File: src/rtl/counter_ctrl.sv
// counter_ctrl: run/pause/direction controller for the iCEstick LED counter.
// Raw buttons are synchronised and debounced, and a RUN-only prescaler paces the count.

module counter_btn #(
  parameter int DEBOUNCE_CYCLES = 120000
) (
  input  logic clk,
  input  logic reset,
  input  logic btn,
  output logic press
);
  localparam int DB_W = $clog2(DEBOUNCE_CYCLES + 1);

  logic            sync1;
  logic            sync2;
  logic            level;
  logic [DB_W-1:0] stable_cnt;

  // stable_cnt counts consecutive synchronised samples that disagree with level
  always_ff @(posedge clk or posedge reset) begin
    if (reset) begin
      sync1      <= 1'b0;
      sync2      <= 1'b0;
      level      <= 1'b0;
      stable_cnt <= '0;
      press      <= 1'b0;
    end else begin
      sync1 <= btn;
      sync2 <= sync1;
      press <= 1'b0;
      if (sync2 == level) begin
        stable_cnt <= '0;
      end else if (stable_cnt == DB_W'(DEBOUNCE_CYCLES - 1)) begin
        stable_cnt <= '0;
        level      <= sync2;
        press      <= sync2;
      end else begin
        stable_cnt <= stable_cnt + 1'b1;
      end
    end
  end
endmodule

module counter_ctrl #(
  parameter int CLK_HZ          = 12000000,
  parameter int TICK_HZ         = 1,
  parameter int DEBOUNCE_CYCLES = 120000,
  parameter int WIDTH           = 4
) (
  input  logic             clk,
  input  logic             reset,
  input  logic             btn_start,
  input  logic             btn_stop,
  input  logic             btn_dir,
  input  logic             load_en,
  input  logic [WIDTH-1:0] load_val,
  input  logic             wrap_en,
  output logic [WIDTH-1:0] count,
  output logic             running,
  output logic             dir,
  output logic             tick,
  output logic             done
);
  localparam int DIV     = CLK_HZ / TICK_HZ;
  localparam int PRE_W   = (DIV > 1) ? $clog2(DIV) : 1;
  localparam int NUM_BTN = 3;

  typedef enum logic [1:0] {IDLE, RUN, PAUSE, DONE} state_t;

  logic [NUM_BTN-1:0] btn_raw;
  logic [NUM_BTN-1:0] press;
  logic               start_ev;
  logic               stop_ev;
  logic               dir_ev;

  assign btn_raw  = {btn_dir, btn_stop, btn_start};
  assign start_ev = press[0];
  assign stop_ev  = press[1];
  assign dir_ev   = press[2];

  for (genvar i = 0; i < NUM_BTN; i++) begin : g_btn
    counter_btn #(.DEBOUNCE_CYCLES(DEBOUNCE_CYCLES)) u_btn (
      .clk  (clk),
      .reset(reset),
      .btn  (btn_raw[i]),
      .press(press[i])
    );
  end

  state_t             state;
  state_t             state_nx;
  logic [PRE_W-1:0]   pre;
  logic [PRE_W-1:0]   pre_nx;
  logic [WIDTH-1:0]   count_nx;
  logic [WIDTH-1:0]   step_val;
  logic [WIDTH-1:0]   term_val;
  logic               pre_last;
  logic               tick_nx;
  logic               done_nx;

  always_comb begin
    state_nx = state;
    count_nx = count;
    pre_nx   = pre;
    tick_nx  = 1'b0;
    done_nx  = 1'b0;
    step_val = dir ? count - WIDTH'(1) : count + WIDTH'(1);
    term_val = {WIDTH{~dir}};
    pre_last = (pre == PRE_W'(DIV - 1));
    case (state)
      IDLE: begin
        pre_nx = '0;
        if (load_en) count_nx = load_val;
        if (start_ev && !stop_ev) state_nx = RUN;
      end
      RUN: begin
        if (tick) begin
          count_nx = step_val;
          if (!wrap_en && step_val == term_val) begin
            state_nx = DONE;
            done_nx  = 1'b1;
          end
        end
        // a stop freezes pre, so a rollover due this cycle waits for the resume
        if (stop_ev) begin
          state_nx = PAUSE;
          done_nx  = 1'b0;
        end else if (pre_last) begin
          pre_nx  = '0;
          tick_nx = 1'b1;
        end else begin
          pre_nx = pre + PRE_W'(1);
        end
      end
      PAUSE: begin
        if (stop_ev) begin
          state_nx = IDLE;
          count_nx = '0;
        end else begin
          if (load_en) count_nx = load_val;
          if (start_ev) state_nx = RUN;
        end
      end
      DONE: begin
        pre_nx = '0;
        if (stop_ev) begin
          state_nx = IDLE;
          count_nx = '0;
        end else if (start_ev) begin
          state_nx = RUN;
          count_nx = {WIDTH{dir}};
        end
      end
      default: state_nx = IDLE;
    endcase
  end

  always_ff @(posedge clk or posedge reset) begin
    if (reset) begin
      state   <= IDLE;
      count   <= '0;
      dir     <= 1'b0;
      pre     <= '0;
      tick    <= 1'b0;
      done    <= 1'b0;
      running <= 1'b0;
    end else begin
      state   <= state_nx;
      count   <= count_nx;
      dir     <= dir ^ dir_ev;
      pre     <= pre_nx;
      tick    <= tick_nx;
      done    <= done_nx;
      running <= (state_nx == RUN);
    end
  end
endmodule

File: config.mk
export PLATFORM = sky130hd
export DESIGN_NAME = counter_ctrl
export DESIGN_NICKNAME = d
export VERILOG_FILES = /design/src/rtl/counter_ctrl.sv
export SDC_FILE = /design/constraint.sdc
export NUM_CORES = 1
export LEC_CHECK = 0
export BUFFER_PORTS_ARGS = -buffer_cell sky130_fd_sc_hd__buf_2
export CAP_MARGIN = 10
export CORE_UTILIZATION = 60
export DETAILED_ROUTE_END_ITERATION = 8
export GPL_TIMING_DRIVEN = 1
export PLACE_DENSITY = 0.78
export SETUP_SLACK_MARGIN = 0.3
export SLEW_MARGIN = 5
export SYNTH_ARGS = -nofsm -noshare
export SYNTH_HDL_FRONTEND = slang
export SYNTH_SLANG_ARGS = --single-unit
File: constraint.sdc
create_clock -name clk -period 5.6 [get_ports clk]
set_clock_uncertainty 0.2 [all_clocks]
set_input_delay 0.56 -clock clk [delete_from_list [all_inputs] [get_ports clk]]
set_output_delay 0.56 -clock clk [all_outputs]
set_load 0.02 [all_outputs]
==> results of run 1 <==
flip-flops by register name, indices dropped and copies added, names as in the netlist:
signal,count
pre,24
state,2
done,1
g_btn.u_btn.press,3
tick,1
g_btn.u_btn.sync2,3
g_btn.u_btn.stable_cnt,51
dir,1
g_btn.u_btn.level,3
running,1
count,4
g_btn.u_btn.sync1,3
timing repair:
| action | CTS | global route |
|---|---|---|
| setup endpoints to repair | 0 | 0 |
| gates resized for setup | 0 | 0 |
| hold endpoints to repair | 17 | 0 |
| hold buffers | 1 | 0 |
layout by cell type, fill, tap and decap left out, drive strengths merged, types with 2 or more instances in the layout:
cell     count
buf         19
nor3b        2
ha          10
o2bb2ai      4
or3          9
clkinv       4
o211ai       2
xor2        33
inv         27
and3         8
nor4         8
or4          5
o31ai        4
o21bai       2
xnor2       22
nand3       34
or2          4
mux2         4
nand2b       3
and4         3
nor3        10
a21oi       20
nand4bb      4
dfrtp       97
a21o         4
nor2b        4
nand4       19
nor2        73
o21a         2
o22ai        3
nand3b       3
clkbuf       9
o21ai       25
nand2       42
per-stage QoR:
stage	setup WS (ns)	util	std cells	total power, mW	area (sq um)
5_1_grt	2.718	0.6573	646	1.222	5374
4_1_cts	2.925	0.6573	646	1.188	5374
6_report	2.940	0.6573	646	1.170	5374
3_3_place_gp	3.068	0.6333	629	0.7612	5177
3_5_place_dp	2.932	0.6333	629	0.7631	5177
2_1_floorplan	2.306	-	517	0.7514	5022
how the worst max path moves through the flow:
stage	start	to	slack, ns	cells after the start
after floorplan	reset	count[0]	2.31	1
after global placement	state[1]	pre[15]	3.07	7
after detailed placement	state[1]	pre[15]	2.93	7
after CTS	state[0]	pre[15]	2.93	7
after global routing	g_btn[1].u_btn.stable_cnt[0]	g_btn[1].u_btn.stable_cnt[9]	2.72	6
final	state[0]	pre[15]	2.94	7
routing by layer:
metal	global-route usage	up-vias
met1	0.3176	1856
met4	0.06538	0
met5	0	-
met2	0.3836	45
li1	-	1843
met3	0.05528	7
logic make-up (layout without fill, tap and decap cells):
| logic type | count (synthesis) | count (layout) | share of synthesized area |
|---|---|---|---|
| simple gates | 238 | 238 | 0.2456 |
| flops | 97 | 97 | 0.4833 |
| xor+xnor | 55 | 55 | 0.09591 |
| mux | 5 | 5 | 0.01171 |
| fa+ha+maj | 11 | 11 | 0.02890 |
| buf+inv | 37 | 61 | 0.03388 |
| compound gates | 74 | 74 | 0.1007 |
cell type report:
type / count / area (sq um) / share of cell area
Timing Repair Buffer: 20 / 107.6 / 0.02002
Tap cell: 105 / 131.4 / 0.02445
Sequential cell: 97 / 2427 / 0.4517
Clock inverter: 7 / 62.56 / 0.01164
Inverter: 25 / 96.34 / 0.01793
Multi-Input combinational cell: 383 / 2425 / 0.4512
Clock buffer: 9 / 123.9 / 0.02305
report_power, final:
part	total (mW)	leakage (nW)	switching, mW	internal, mW
Clock	0.422	0.0923	0.252	0.170
Combinational	0.0344	0.887	0.0248	0.00968
Sequential	0.714	1.32	0.00663	0.707
Total	1.17	2.30	0.284	0.887
==> results.txt, run 1 <==
* TritonCTS clock tree: done
* Critical-path top delay cell: sky130_fd_sc_hd__nor4_1
- Routability-driven placement finished with a final weighted congestion of around 0.83.
- After the first detailed-routing iteration, the DRC count stood at 153.
- Synthesis-to-layout area growth: 7.000%
- Fraction of registers with async set/reset: 1.000
- In this run the critical register-to-register path is captured at pre[15].
- In this run, CTS created clock tree buffers numbering 9.
- Via count of the first global-routing pass: approximately 3600
* Number of cell rows: 33
- Post-Syn Area per Cell: 9.714 sq um
* Shortest clock period the worst path allows after layout: between 2 and 3 ns
* CP delay by family, top: simple AND/OR/NAND/NOR gates
* Number of diodes: 0
- Number of instances in the synthesized netlist: about 520
* Aggregate global routing overflow: 0
- Worst Min Path Start: btn_start
* Total routed wire length on the met1 layer: approximately 4500 microns
* Maximum number of pins on one net before global-route repair: around 80
- Cell-by-cell listing of the critical path: inv_1 -> ha_1 -> mux2_4 -> nor4_1 -> nand4_1 -> xor2_1 -> nor2_1
* Share of the synthesized area in the top cell type: 0.4833
- Number of vias after detailed routing: ~3800
* Static leakage power: ~2.3 nW
* Actual slew at the worst max-slew pin: 1.105 ns
* Top cell type by total area after synthesis: sky130_fd_sc_hd__dfrtp_1
- The die is around 93 microns tall.
- WP buf/inv: 1
- Setup repair after global routing left no endpoint under its margin.
* Worst hold path endpoint: g_btn[0].u_btn.sync1
* Number of enable-type register cells in the synthesized netlist: 0
* Worst R2R Setup Slack: ~2.9 ns
- FF+latch count, synth: between 90 and 100
* Wire length of the first global-routing pass: 16300 microns
- STA puts the critical path data arrival time at ~2.8 ns.
* Share of the yosys chip area belonging to registers: 0.4833
* Post-CTS setup repair buffer count: 0
- Clock Pin Slew Worst Setup and Hold Paths: ~0.10 ns
* Final Max Slew Viols: 0
- The region available for standard cell placement spans 0.008175 sq mm.
- Antenna-violating nets left: 0
* X dimension of the die: a little over 90 microns
* Number of antenna violations at the first check in global routing: 0
* Number of cells traversed by the worst hold path: 1
* Cell with the most instances after synthesis: sky130_fd_sc_hd__dfrtp_1
* Total GRT Usage: 0.2362
* CP max stage delay: ~0.54 ns
- Most used flip-flop cell after synthesis: sky130_fd_sc_hd__dfrtp_1
* I/O pin total: 19
* Peak supply drop: 0.2130 mV
- Total of fill cells in the finished design: about 660
* Critical path start-end classification: flop to flop
- Total Wirelength: slightly above 9000 microns
- In this run the tightest slew margin relative to its limit is 0.2586.
- For the worst setup path, the data required time is 5.70 ns.
* First-pass iteration count of the detailed router: 4
* Met3 WL post-DR: roughly 240 microns
- Setup-violating endpoint count in the final report: 0
- The synthesized netlist occupies a cell area of 0.005022 sq mm.
- Max Clk Rate: between 300 and 400 MHz
* Depth of the worst register-to-register path: 7
- Synth warn: 0
- The later pin in the worst-skew pair is clocked with a latency of between 0.3 and 0.4 ns.
* Initial cell density of the core: 0.6143
* Net count, final: 558
- The synthesized netlist contains 63 unique library cells.
- Root Driver: sky130_fd_sc_hd__clkbuf_8
* DRC violation count after routing: 0
- In this run the deepest clock path goes through 2 buffers.
* Ratio of total power to cell area: ~220 mW/mm^2
* Synthesized netlist net count: approximately 540
- Of the available clock period, the critical path in the final layout requires 0.4750.
- The final number of hold-violating endpoints was 0.
- Dividing the detail-routed wire length by the instance count gives 14.47 microns.
* Count of buffers inserted at the top-level ports: 18
- Reg2reg start: state[0]
* Maximum fanout count along the critical path: 13
- Fraction of final layout cells sized beyond drive strength 1: 0.1128
* Clock sink total: just under 100
* Detail Route met2 WL: roughly 4500 microns
- Detailed placement HPWL: around 6600 microns
- Leading post-synthesis cells by instance count: sky130_fd_sc_hd__dfrtp_1, sky130_fd_sc_hd__nor2_1, sky130_fd_sc_hd__nand2_1
- Max_cap viols: 0
* Setup total negative slack: 0 ns
- The run finished with clean final reports.
- Using the TritonRoute via totals, the vias-per-cell ratio works out to slightly below 6.
* Min-delay worst type: input pin to flop
- Top routing layer in use: met4
- The die covers around 0.0087 sq mm.
- H-Tree Depth: 3
- Endpoint kind of the worst setup timing path: flop
- The tightest hold path in the finished design has a slack of between 0.09 and 0.1 ns.
- By area the synthesized netlist is led by sky130_fd_sc_hd__dfrtp_1, sky130_fd_sc_hd__xor2_1, sky130_fd_sc_hd__nor2_1, sky130_fd_sc_hd__xnor2_1, sky130_fd_sc_hd__nand3_1.
- The worst setup path is launched from a flop.
Note: power is estimated with default switching activity, not from simulation.
==> run 2: changes to the inputs <==
--- a/config.mk
+++ b/config.mk
@@ -7,10 +7,10 @@
 export LEC_CHECK = 0
 export BUFFER_PORTS_ARGS = -buffer_cell sky130_fd_sc_hd__buf_2
 export CAP_MARGIN = 10
-export CORE_UTILIZATION = 60
+export CORE_UTILIZATION = 56
 export DETAILED_ROUTE_END_ITERATION = 8
 export GPL_TIMING_DRIVEN = 1
-export PLACE_DENSITY = 0.78
+export PLACE_DENSITY = 0.76
 export SETUP_SLACK_MARGIN = 0.3
 export SLEW_MARGIN = 5
 export SYNTH_ARGS = -nofsm -noshare
==> constraint.sdc (replaced) <==
create_clock -name clk -period 2.1 [get_ports clk]
set_clock_uncertainty 0.2 [all_clocks]
set_input_delay 0.21 -clock clk [delete_from_list [all_inputs] [get_ports clk]]
set_output_delay 0.21 -clock clk [all_outputs]
set_load 0.02 [all_outputs]
==> run 2 against run 1 <==
Against the previous run: the flow now finishes with violations (setup timing); clock power increased to 2.8 times the previous value; non-clock buffer count increased by 94; cell area increased by 29%; clock-buffer cell count increased by 3; utilization increased by 14 points; critical path depth unchanged; total power increased to 2.8 times the previous value; combinational power increased to 5.3 times the previous value; setup slack got worse by 3.0 ns; wire length increased by 50%; hold slack improved by 0.016 ns.
==> results.txt, run 2 (same netlist as run 1, synthesis figures left out) <==
- Max-cap violations in this run came to 0.
- Number of cells traversed by the worst hold path: 5
- At the end of the flow, the number of nets in the layout was approximately 660.
- Summed over all failing endpoints, the final setup total negative slack is -0.01817 ns.
* Final Max Slew Viols: 0
- Y dimension of the die: roughly 97 microns
- Post-layout worst setup margin: -0.01373 ns
- Setup repair after global routing could not meet its margin everywhere.
- Of the cells placed in the final design, the portion with a size suffix greater than 1 is 0.4028.
- Post-detailed-placement cell area: ~0.0057 sq mm
- Weighted congestion reported at the end of routability-driven placement: between 0.9 and 1
- The clock passes through at most 2 buffers.
* Min-delay worst type: input pin to flop
- TritonCTS built the clock tree.
- Clock Pin Slew Worst Setup and Hold Paths: approximately 0.10 ns
- Violated checks: setup timing
* First-pass iteration count of the detailed router: 5
* Total of fill cells in the finished design: between 400 and 500
- Worst R2R Setup Slack: -0.01 ns
- After detailed routing, the number of vias per cell comes to about 6.
- For this run, the share of the core covered by cells in the final layout is 0.7938.
- The floorplan has 34 rows.
- Worst Min Path Start: load_en
* Initial cell density of the core: 0.5759
- Of the total power, the clock network draws 0.362.
* Registers with the most flip-flops: g_btn.u_btn.stable_cnt: 51 flops, pre: 24 flops, count: 4 flops
* Clock latency at the later pin of the worst-skew pair: 0.36 ns
- Buffers placed on the I/O ports in this run total 18.
- Counting the buffers created by CTS gives 9.
- Number of antenna violations at the first check in global routing: 0
- Cell internal power was estimated by the tool at 2.469 mW.
- In this run, the number of DRC markers left after iteration 0 of detailed routing was between 200 and 300.
- The number of global-route vias before repair is ~4200.
- In this run the remaining antenna-violating nets after routing total 0.
- X dimension of the die: between 90 and 100 microns
* Peak supply drop: about 0.58 mV
* Shortest clock period the worst path allows after layout: roughly 2.1 ns
- Final instance area: 0.006923 sq mm
- Largest register by flop count: g_btn.u_btn.stable_cnt
- The final route contains between 4000 and 5000 vias.
* Result of the run: complete, but fails checks
- Maximum fanout count along the critical path: 5
* Number of flip-flops in the largest register: slightly above 50
* Max Clk Rate: roughly 470 MHz
- Relative slew slack: 0.6030
- Summed over all layers, the global routing overflow is 0.
* Reg2reg start: pre[0]
* Critical path start-end classification: flop to flop
* Clock sink total: 97
- Setup violations remaining at the end of the flow were counted as 2.
* Switch share: 0.2444
- Depth of the worst register-to-register path: 7
* Synthesis-to-layout area growth: 37.84%
* Critical Path Source Type: flop
- Maximum number of pins on one net before global-route repair: 45
- Power share of the combinational group: 0.055
- Dividing the detail-routed wire length by the instance count gives 18.83 microns.
* Sequential share of power: 0.583
* Wire length of the first global-routing pass: 19310 microns
- Endpoint kind of the worst setup timing path: flop
* Data required time of the critical path: 2.16 ns
- CORE AREA: between 0.008 and 0.009 sq mm
* Number of diodes: 0
- Static leakage power: 2.899 nW
- Detailed placement finished with a half-perimeter wire length of around 7400 microns.
- The die covers 0.009351 sq mm.
- Clock tree synthesis selected as its root buffer the cell sky130_fd_sc_hd__clkbuf_8.
- In this run the power density over the cells is 472.1 mW/mm^2.
- The worst register-to-register path ends at pre[3].
- Final Hold Viols: 0
- Most common library cell in the layout ignoring fill and taps: sky130_fd_sc_hd__dfrtp_1
- Worst hold path endpoint: count[0]
* Total GRT Usage: 0.2544
* Critical path arrival: roughly 2.2 ns
- Sw Pwr: about 0.80 mW
- DRC violation count after routing: 0
- I/O pin total: 19
- The H-tree generated during clock tree synthesis spans 3 levels.
- Post-route clock period utilization: 1.007
* Highest-count cells in the layout ignoring fill and taps: sky130_fd_sc_hd__dfrtp_1, sky130_fd_sc_hd__buf_4, sky130_fd_sc_hd__nor2_1
- Actual slew at the worst max-slew pin: 0.5950 ns
* Total Wirelength: 14050 microns
[run 2: area by class of cell]
| cell class | instances | area, sq um | area share |
|---|---|---|---|
| multi-input cells | 386 | 3115 | 0.4500 |
| flip-flops and latches | 97 | 2437 | 0.3521 |
| repair buffers | 114 | 939.7 | 0.1357 |
| clock buffers | 12 | 155.1 | 0.02241 |
| well taps | 108 | 135.1 | 0.01952 |
| inverters | 25 | 105.1 | 0.01518 |
| clock inverters | 4 | 35.03 | 0.005061 |
[run 2: per-layer routing]
metal / global-route usage / vias to the layer above / wire (microns) / part of all wire
met3: 0.04841 / 45 / 803 / 0.057
li1: - / 2043 / - / -
met4: 0.08726 / 0 / 432 / 0.031
met5: 0 / - / 0 / 0
met1: 0.3402 / 2218 / 5706 / 0.41
met2: 0.4177 / 194 / 7107 / 0.51
[run 2: worst max path at each step]
stage	startpoint	endpoint	slack [ns]	depth (start not counted)
after floorplan	state[1]	pre[18]	0.07	8
after CTS	pre[8]	pre[3]	0.03	6
final	pre[0]	pre[3]	-0.01	7
after global routing	state[1]	running	-0.15	10
after detailed placement	pre[8]	pre[3]	-0.02	6
after global placement	pre[8]	pre[10]	0.07	6
[run 2: critical path: stages (launching register included)]
cell	delay, ns
sky130_fd_sc_hd__dfrtp_1	0.38
sky130_fd_sc_hd__ha_2	0.21
sky130_fd_sc_hd__nand4bb_1	0.11
sky130_fd_sc_hd__or4_4	0.51
sky130_fd_sc_hd__o21ai_4	0.19
sky130_fd_sc_hd__buf_6	0.14
sky130_fd_sc_hd__o21ai_1	0.08
sky130_fd_sc_hd__a21o_1	0.18
[run 2: metrics by stage]
stage	setup WS [ns]	total power, mW	instances	hold slack [ns]
after floorplan	0.07211	2.011	517	0.04143
after global placement	0.07033	2.044	671	0.006532
after detailed placement	-0.01775	2.049	671	0.01348
after CTS	0.03072	3.240	724	0.07330
after global routing	-0.1502	3.381	746	0.1081
final	-0.01373	3.268	746	0.1114
[run 2: power by group through the flow]
stage / combinational [mW] / sequential (mW) / clock [mW]
after floorplan: 0.0741 / 1.94 / 0
after global placement: 0.105 / 1.94 / 0
after detailed placement: 0.108 / 1.94 / 0
after CTS: 0.149 / 1.90 / 1.19
after global routing: 0.200 / 1.91 / 1.27
final: 0.181 / 1.90 / 1.18
[run 2: repair_timing]
action	in CTS	in global routing
setup buffers	26	20
gates cloned	2	2
pin swaps	18	50
hold buffers	9	0
hold endpoints to repair	105	0
setup endpoints to repair	87	89
resized for setup	34	116
